File: src/rtl/ps2_keyboard.sv
// PS/2 keyboard receiver: synchronizes the raw PS/2 lines, assembles 11-bit frames
// and decodes Set 2 (US) scan codes into ASCII keypress pulses.
module ps2_keyboard #(
    parameter logic [15:0] TIMEOUT_CYCLES = 16'd50000
) (
    input  logic       clk,
    input  logic       reset,
    input  logic       ps2_clk,
    input  logic       ps2_data,
    output logic [7:0] key_out,
    output logic       p_valid,
    output logic       shift_on,
    output logic       caps_on,
    output logic       frame_err
);
    typedef enum logic [1:0] {S_IDLE, S_BREAK, S_EXT, S_EXT_BREAK} state_t;

    logic        r_clk_meta, r_clk_sync, r_dat_meta, r_dat_sync;
    logic [1:0]  r_clk_hist;
    logic        w_fall;
    logic [10:0] r_shift;
    logic [3:0]  r_bitcnt;
    logic [15:0] r_to_cnt;
    logic        r_done_p1;
    logic [7:0]  w_byte;
    logic        w_frame_ok;
    state_t      r_state, w_state_nx;
    logic        r_lshift, r_rshift, w_lshift_nx, w_rshift_nx, w_caps_nx;
    logic [7:0]  w_key_nx, w_ascii;
    logic        w_pv_nx, w_ferr_nx, w_mapped, w_letter;

    // Stage p0: synchronizers and falling-edge detect on a 1,1,0 history.
    always_ff @(posedge clk) begin
        if (!reset) begin
            r_clk_meta <= 1'b1;
            r_clk_sync <= 1'b1;
            r_clk_hist <= 2'b11;
            r_dat_meta <= 1'b1;
            r_dat_sync <= 1'b1;
        end else begin
            r_clk_meta <= ps2_clk;
            r_clk_sync <= r_clk_meta;
            r_clk_hist <= {r_clk_hist[0], r_clk_sync};
            r_dat_meta <= ps2_data;
            r_dat_sync <= r_dat_meta;
        end
    end

    assign w_fall = r_clk_hist[1] & r_clk_hist[0] & ~r_clk_sync;

    // Stage p1: frame assembly; bits enter at the MSB so the start bit ends up in bit 0.
    always_ff @(posedge clk) begin
        if (!reset) begin
            r_shift   <= '0;
            r_bitcnt  <= '0;
            r_to_cnt  <= '0;
            r_done_p1 <= 1'b0;
        end else begin
            r_done_p1 <= 1'b0;
            if (w_fall) begin
                r_shift  <= {r_dat_sync, r_shift[10:1]};
                r_to_cnt <= '0;
                if (r_bitcnt == 4'd10) begin
                    r_bitcnt  <= '0;
                    r_done_p1 <= 1'b1;
                end else begin
                    r_bitcnt <= r_bitcnt + 4'd1;
                end
            end else if (r_bitcnt != 4'd0) begin
                if (r_to_cnt == TIMEOUT_CYCLES - 16'd1) begin
                    r_bitcnt <= '0;
                    r_to_cnt <= '0;
                end else begin
                    r_to_cnt <= r_to_cnt + 16'd1;
                end
            end else begin
                r_to_cnt <= '0;
            end
        end
    end

    assign w_byte     = r_shift[8:1];
    assign w_frame_ok = ~r_shift[0] & r_shift[10] & (^r_shift[9:1]);
    assign shift_on   = r_lshift | r_rshift;

    always_comb begin
        w_ascii  = 8'h00;
        w_mapped = 1'b1;
        w_letter = 1'b0;
        case (w_byte)
            8'h1C: w_ascii = 8'h61;  8'h32: w_ascii = 8'h62;  8'h21: w_ascii = 8'h63;
            8'h23: w_ascii = 8'h64;  8'h24: w_ascii = 8'h65;  8'h2B: w_ascii = 8'h66;
            8'h34: w_ascii = 8'h67;  8'h33: w_ascii = 8'h68;  8'h43: w_ascii = 8'h69;
            8'h3B: w_ascii = 8'h6A;  8'h42: w_ascii = 8'h6B;  8'h4B: w_ascii = 8'h6C;
            8'h3A: w_ascii = 8'h6D;  8'h31: w_ascii = 8'h6E;  8'h44: w_ascii = 8'h6F;
            8'h4D: w_ascii = 8'h70;  8'h15: w_ascii = 8'h71;  8'h2D: w_ascii = 8'h72;
            8'h1B: w_ascii = 8'h73;  8'h2C: w_ascii = 8'h74;  8'h3C: w_ascii = 8'h75;
            8'h2A: w_ascii = 8'h76;  8'h1D: w_ascii = 8'h77;  8'h22: w_ascii = 8'h78;
            8'h35: w_ascii = 8'h79;  8'h1A: w_ascii = 8'h7A;
            8'h45: w_ascii = shift_on ? 8'h29 : 8'h30;
            8'h16: w_ascii = shift_on ? 8'h21 : 8'h31;
            8'h1E: w_ascii = shift_on ? 8'h40 : 8'h32;
            8'h26: w_ascii = shift_on ? 8'h23 : 8'h33;
            8'h25: w_ascii = shift_on ? 8'h24 : 8'h34;
            8'h2E: w_ascii = shift_on ? 8'h25 : 8'h35;
            8'h36: w_ascii = shift_on ? 8'h5E : 8'h36;
            8'h3D: w_ascii = shift_on ? 8'h26 : 8'h37;
            8'h3E: w_ascii = shift_on ? 8'h2A : 8'h38;
            8'h46: w_ascii = shift_on ? 8'h28 : 8'h39;
            8'h29: w_ascii = 8'h20;
            8'h5A: w_ascii = 8'h0A;
            8'h66: w_ascii = 8'h08;
            default: w_mapped = 1'b0;
        endcase
        if (w_ascii >= 8'h61 && w_ascii <= 8'h7A) begin
            w_letter = 1'b1;
        end
        if (w_letter && (shift_on ^ caps_on)) begin
            w_ascii = w_ascii - 8'h20;
        end
    end

    // Stage p2: scan-code decoder; all outputs registered here.
    always_comb begin
        w_state_nx  = r_state;
        w_lshift_nx = r_lshift;
        w_rshift_nx = r_rshift;
        w_caps_nx   = caps_on;
        w_key_nx    = key_out;
        w_pv_nx     = 1'b0;
        w_ferr_nx   = 1'b0;
        if (r_done_p1 && !w_frame_ok) begin
            w_ferr_nx  = 1'b1;
            w_state_nx = S_IDLE;
        end else if (r_done_p1) begin
            w_state_nx = S_IDLE;
            case (r_state)
                S_IDLE: begin
                    if (w_byte == 8'hF0)      w_state_nx  = S_BREAK;
                    else if (w_byte == 8'hE0) w_state_nx  = S_EXT;
                    else if (w_byte == 8'h12) w_lshift_nx = 1'b1;
                    else if (w_byte == 8'h59) w_rshift_nx = 1'b1;
                    else if (w_byte == 8'h58) w_caps_nx   = ~caps_on;
                    else if (w_mapped) begin
                        w_key_nx = w_ascii;
                        w_pv_nx  = 1'b1;
                    end
                end
                S_BREAK: begin
                    if (w_byte == 8'h12)      w_lshift_nx = 1'b0;
                    else if (w_byte == 8'h59) w_rshift_nx = 1'b0;
                end
                S_EXT: begin
                    if (w_byte == 8'hF0) begin
                        w_state_nx = S_EXT_BREAK;
                    end else if (w_byte == 8'h5A) begin
                        w_key_nx = 8'h0A;
                        w_pv_nx  = 1'b1;
                    end
                end
                default: ;
            endcase
        end
    end

    always_ff @(posedge clk) begin
        if (!reset) begin
            r_state   <= S_IDLE;
            r_lshift  <= 1'b0;
            r_rshift  <= 1'b0;
            caps_on   <= 1'b0;
            key_out   <= 8'h00;
            p_valid   <= 1'b0;
            frame_err <= 1'b0;
        end else begin
            r_state   <= w_state_nx;
            r_lshift  <= w_lshift_nx;
            r_rshift  <= w_rshift_nx;
            caps_on   <= w_caps_nx;
            key_out   <= w_key_nx;
            p_valid   <= w_pv_nx;
            frame_err <= w_ferr_nx;
        end
    end
endmodule

File: config.mk
export PLATFORM = sky130hd
export DESIGN_NAME = ps2_keyboard
export DESIGN_NICKNAME = d
export VERILOG_FILES = /design/src/rtl/ps2_keyboard.sv
export SDC_FILE = /design/constraint.sdc
export NUM_CORES = 1
export LEC_CHECK = 0
export CAP_MARGIN = 25
export CORE_MARGIN = 1
export CORE_UTILIZATION = 34
export CTS_CLUSTER_DIAMETER = 80
export CTS_CLUSTER_SIZE = 28
export DETAILED_ROUTE_END_ITERATION = 7
export PLACE_DENSITY = 0.62
export SETUP_SLACK_MARGIN = 0.15
export SLEW_MARGIN = 10
export SYNTH_ARGS = -nofsm -noshare
export SYNTH_HDL_FRONTEND = slang
export SYNTH_SLANG_ARGS = --single-unit
File: constraint.sdc
create_clock -name clk -period 3.15 [get_ports clk]
set_clock_uncertainty 0.15 [all_clocks]
set_input_delay 0.315 -clock clk [delete_from_list [all_inputs] [get_ports clk]]
set_output_delay 0.315 -clock clk [all_outputs]
set_load 0.01 [all_outputs]
==> summary.txt, run 1 <==
Status
  – Status: finished clean

Global route
  – Congestion Overflow GR: 0
  – First-pass GRT wire length: 12400 µm
  – GRT Resource Usage Total: 15.5%
  – Vias in the first global route: 2647
  – Antenna violations before repair: 0
  – Largest net degree at the start of global routing: 24

Setup path
  – Reg2reg end: key_out[5]
  – CP startpoint kind: register
  – Register-to-Register Path Depth: 10
  – Flop2flop setup slack: 340 ps
  – Worst Path Class, Setup: register to register
  – Required time at the worst-slack endpoint: 3210 ps
  – Worst r2r src: r_shift[5]
  – Crit-path max FO: 10
  – Crit path launch: r_shift[5]
  – Critical Path Sink: key_out[5]
  – CP Capture Type: register
  – Worst EP arrival: 2870 ps

Floorplan
  – Ports: 16
  – Die area: 9810 µm²
  – Starting density of the core: 34.8%
  – Die width: 99.1 µm
  – CORE AREA: 9200 µm²
  – Num rows: 35
  – Die Ht: 99.1 µm

Yosys
  – EDFF count, synth: 0
  – Async SR Flop Fraction: 0%
  – Sequential share of the synthesized area: 33.1%
  – Synthesized area: 3200 µm²
  – Top cell type's share of synthesized area: 33.1%
  – Area leader, netlist: dfxtp_1
  – Synth area leaders: dfxtp_1 33%, ha_1 8.2%, nand2_1 6.9%
  – Syn_nets: 436
  – Post-synth top flop: dfxtp_1
  – Netlist cell types: 56
  – Synth Area in Compound Gates: 19.6%
  – Count leader, synth: nand2_1
  – Post-synthesis simple-gate area fraction: 27.5%
  – Post-synth top cells: 59 x nand2_1, 53 x dfxtp_1, 40 x nor2_1
  – Yosys Warn Count: 0
  – Yosys reg bits: 53
  – Main combinational cell family by area after synthesis: simple AND/OR/NAND/NOR gates
  – Xor/xnor share of the synthesized area: 5.62%
  – Syn Inst Count: 411
  – Synth Area in Adders: 8.20%
  – Mux cell area share after synthesis: 0.313%
  – Syn avg cell area: 7.79 µm²

Layout
  – Ant diodes: 0
  – Fin area: 3610 µm²
  – Ratio of cells with drive above 1 in the final layout: 9.50%
  – NumNets Final: 445
  – Area grow syn2layout: 12.8%
  – Final std cells w/o fill: 532
  – Final core occ: 39.3%

Drt
  – DRC viols: 0
  – DR pass1 iterations: 5
  – ANT nets after route: 0
  – DRT Wirelength: 7490 µm
  – Vias/cell: 5.60
  – Vias post-DR: 2978
  – Avg WL per Cell: 14.1 µm
  – DRT iter0 DRCs: 159

Timing
  – Minimum clock period: 2810 ps
  – Achievable clock frequency: 0.356 GHz
  – Setup-failing EPs final: 0
  – Hold_ws: 269 ps
  – Final worst slack: 339 ps
  – Endpoints failing hold: 0
  – Unrepaired setup endpoints after global routing: no
  – Slew HR: 49.3%
  – Period utilization: 89.2%
  – Max Slew Vio Count: 0
  – Final setup TNS: 0 ps
  – Slew @ Worst Pin: 760 ps

Job
  – Max cap viols: 0

CTS
  – TritonCTS buffer count: 5
  – Clock Path Buffers: 2
  – Root Driver: clkbuf_8
  – CTS sink cnt: 53
  – Worst-Skew Late Latency: 310 ps
  – TritonCTS clock tree: done
  – Worst-path clk slew: 100 ps
  – H-tree Lvls: 2

Pwr
  – Power per cell area: 311 nW/µm²
  – Peak supply drop: 0.271 mV
  – Leakage: 1.22 nW
  – Pwr Total: 1.12 mW

Place
  – Pre-CTS setup slack: 168 ps
  – Inst Count DP: 523
  – Input/output buffers: 15
  – Routability cong.: 0.891
  – Placed cell area: 3450 µm²
  – Post-detail-place hpwl: 5320 µm

Min path
  – Hold Path Class: register to register
[worst min-delay path by stage]
stage                     cells after the start        from    endpoint  slack [ps]
after floorplan                               1  r_clk_meta  r_clk_sync         240
after global placement                        1  r_dat_meta  r_dat_sync         240
after global routing                          1  r_dat_meta  r_dat_sync         300
after CTS                                     1  r_dat_meta  r_dat_sync         270
after detailed placement                      1  r_dat_meta  r_dat_sync         250
final                                         1  r_dat_meta  r_dat_sync         270
[power breakdown]
part	total, mW	internal, mW	switching, mW
combinational	0.0324	0.0116	0.0208
sequential	0.677	0.674	0.00245
clock	0.414	0.181	0.233
total	1.12	0.867	0.256
[layout make-up]
cell class | instances | area (µm²)
Fill cell | 940 | 5580
Multi-Input combinational cell | 316 | 2010
Inverter | 18 | 67.6
Tap cell | 111 | 139
Sequential cell | 53 | 1070
Timing Repair Buffer | 26 | 233
Clock inverter | 2 | 16.3
Clock buffer | 6 | 82.6
[registers in the layout, summed over array words and instances (netlist names), 2 cells and up]
name        cells
r_to_cnt       16
key_out         8
r_shift        11
r_bitcnt        4
r_clk_hist      2
r_state         2
[layer usage]
metal  up-vias  track usage [%]  part of all wire (%)
met2        87             25.8                    47
met4         0             5.88                   2.6
met3        20             2.62                   4.9
met5         -                0                     0
li1       1478                -                     -
met1      1393             20.2                    46
[cells in the final DEF (no fill, tap or decap), types with 3 or more instances in the layout]
cell type,synthesis,routed
or2_2,3,3
o21ai_0,14,14
nor3_1,11,11
ha_1,21,12
ha_2,0,9
dfxtp_1,53,49
inv_1,18,18
nor4_1,4,4
a22oi_1,9,9
a21oi_1,30,30
clkdlybuf4s50_1,0,15
nor2_1,40,40
nor2b_1,4,4
nand4_1,12,12
and3_1,10,10
clkbuf_8,0,6
a22o_1,5,5
a41oi_1,3,3
o211ai_1,4,4
nand2b_1,9,9
xnor2_1,13,13
nand3_1,19,19
nand2_1,59,58
dfxtp_2,0,4
xor2_1,5,5
buf_4,3,11
[worst max-delay path: stages, from the launching register on]
cell and delay, ps:
dfxtp_2 390, inv_1 70, ha_2 270, buf_4 180, a22o_1 190, a222oi_1 310, o211ai_1 140, a211o_1 370
a21boi_1 220, o211ai_1 180, a32o_1 230
[cell families after synthesis]
kind of cell,Yosys count
and+or+nand+nor,182
AOI/OAI and AO/OA,93
DFF,53
buffers and inverters,42
adders and majority gates,21
xor gates and xnor gates,19
muxes,1
[timing repair]
action | CTS | global route
hold buffers | 0 | 0
buffers inserted | 0 | 1
gates resized for setup | 0 | 18
endpoints found under the hold margin | 0 | 0
setup endpoints to repair | 0 | 8
Power figures use the tool's default switching activity.
==> run 2, diff against run 1 <==
- CTS_CLUSTER_DIAMETER: 80 -> 200
==> results of run 2 <==
No change in the layout: final DEF, timing and power equal those of run 1.
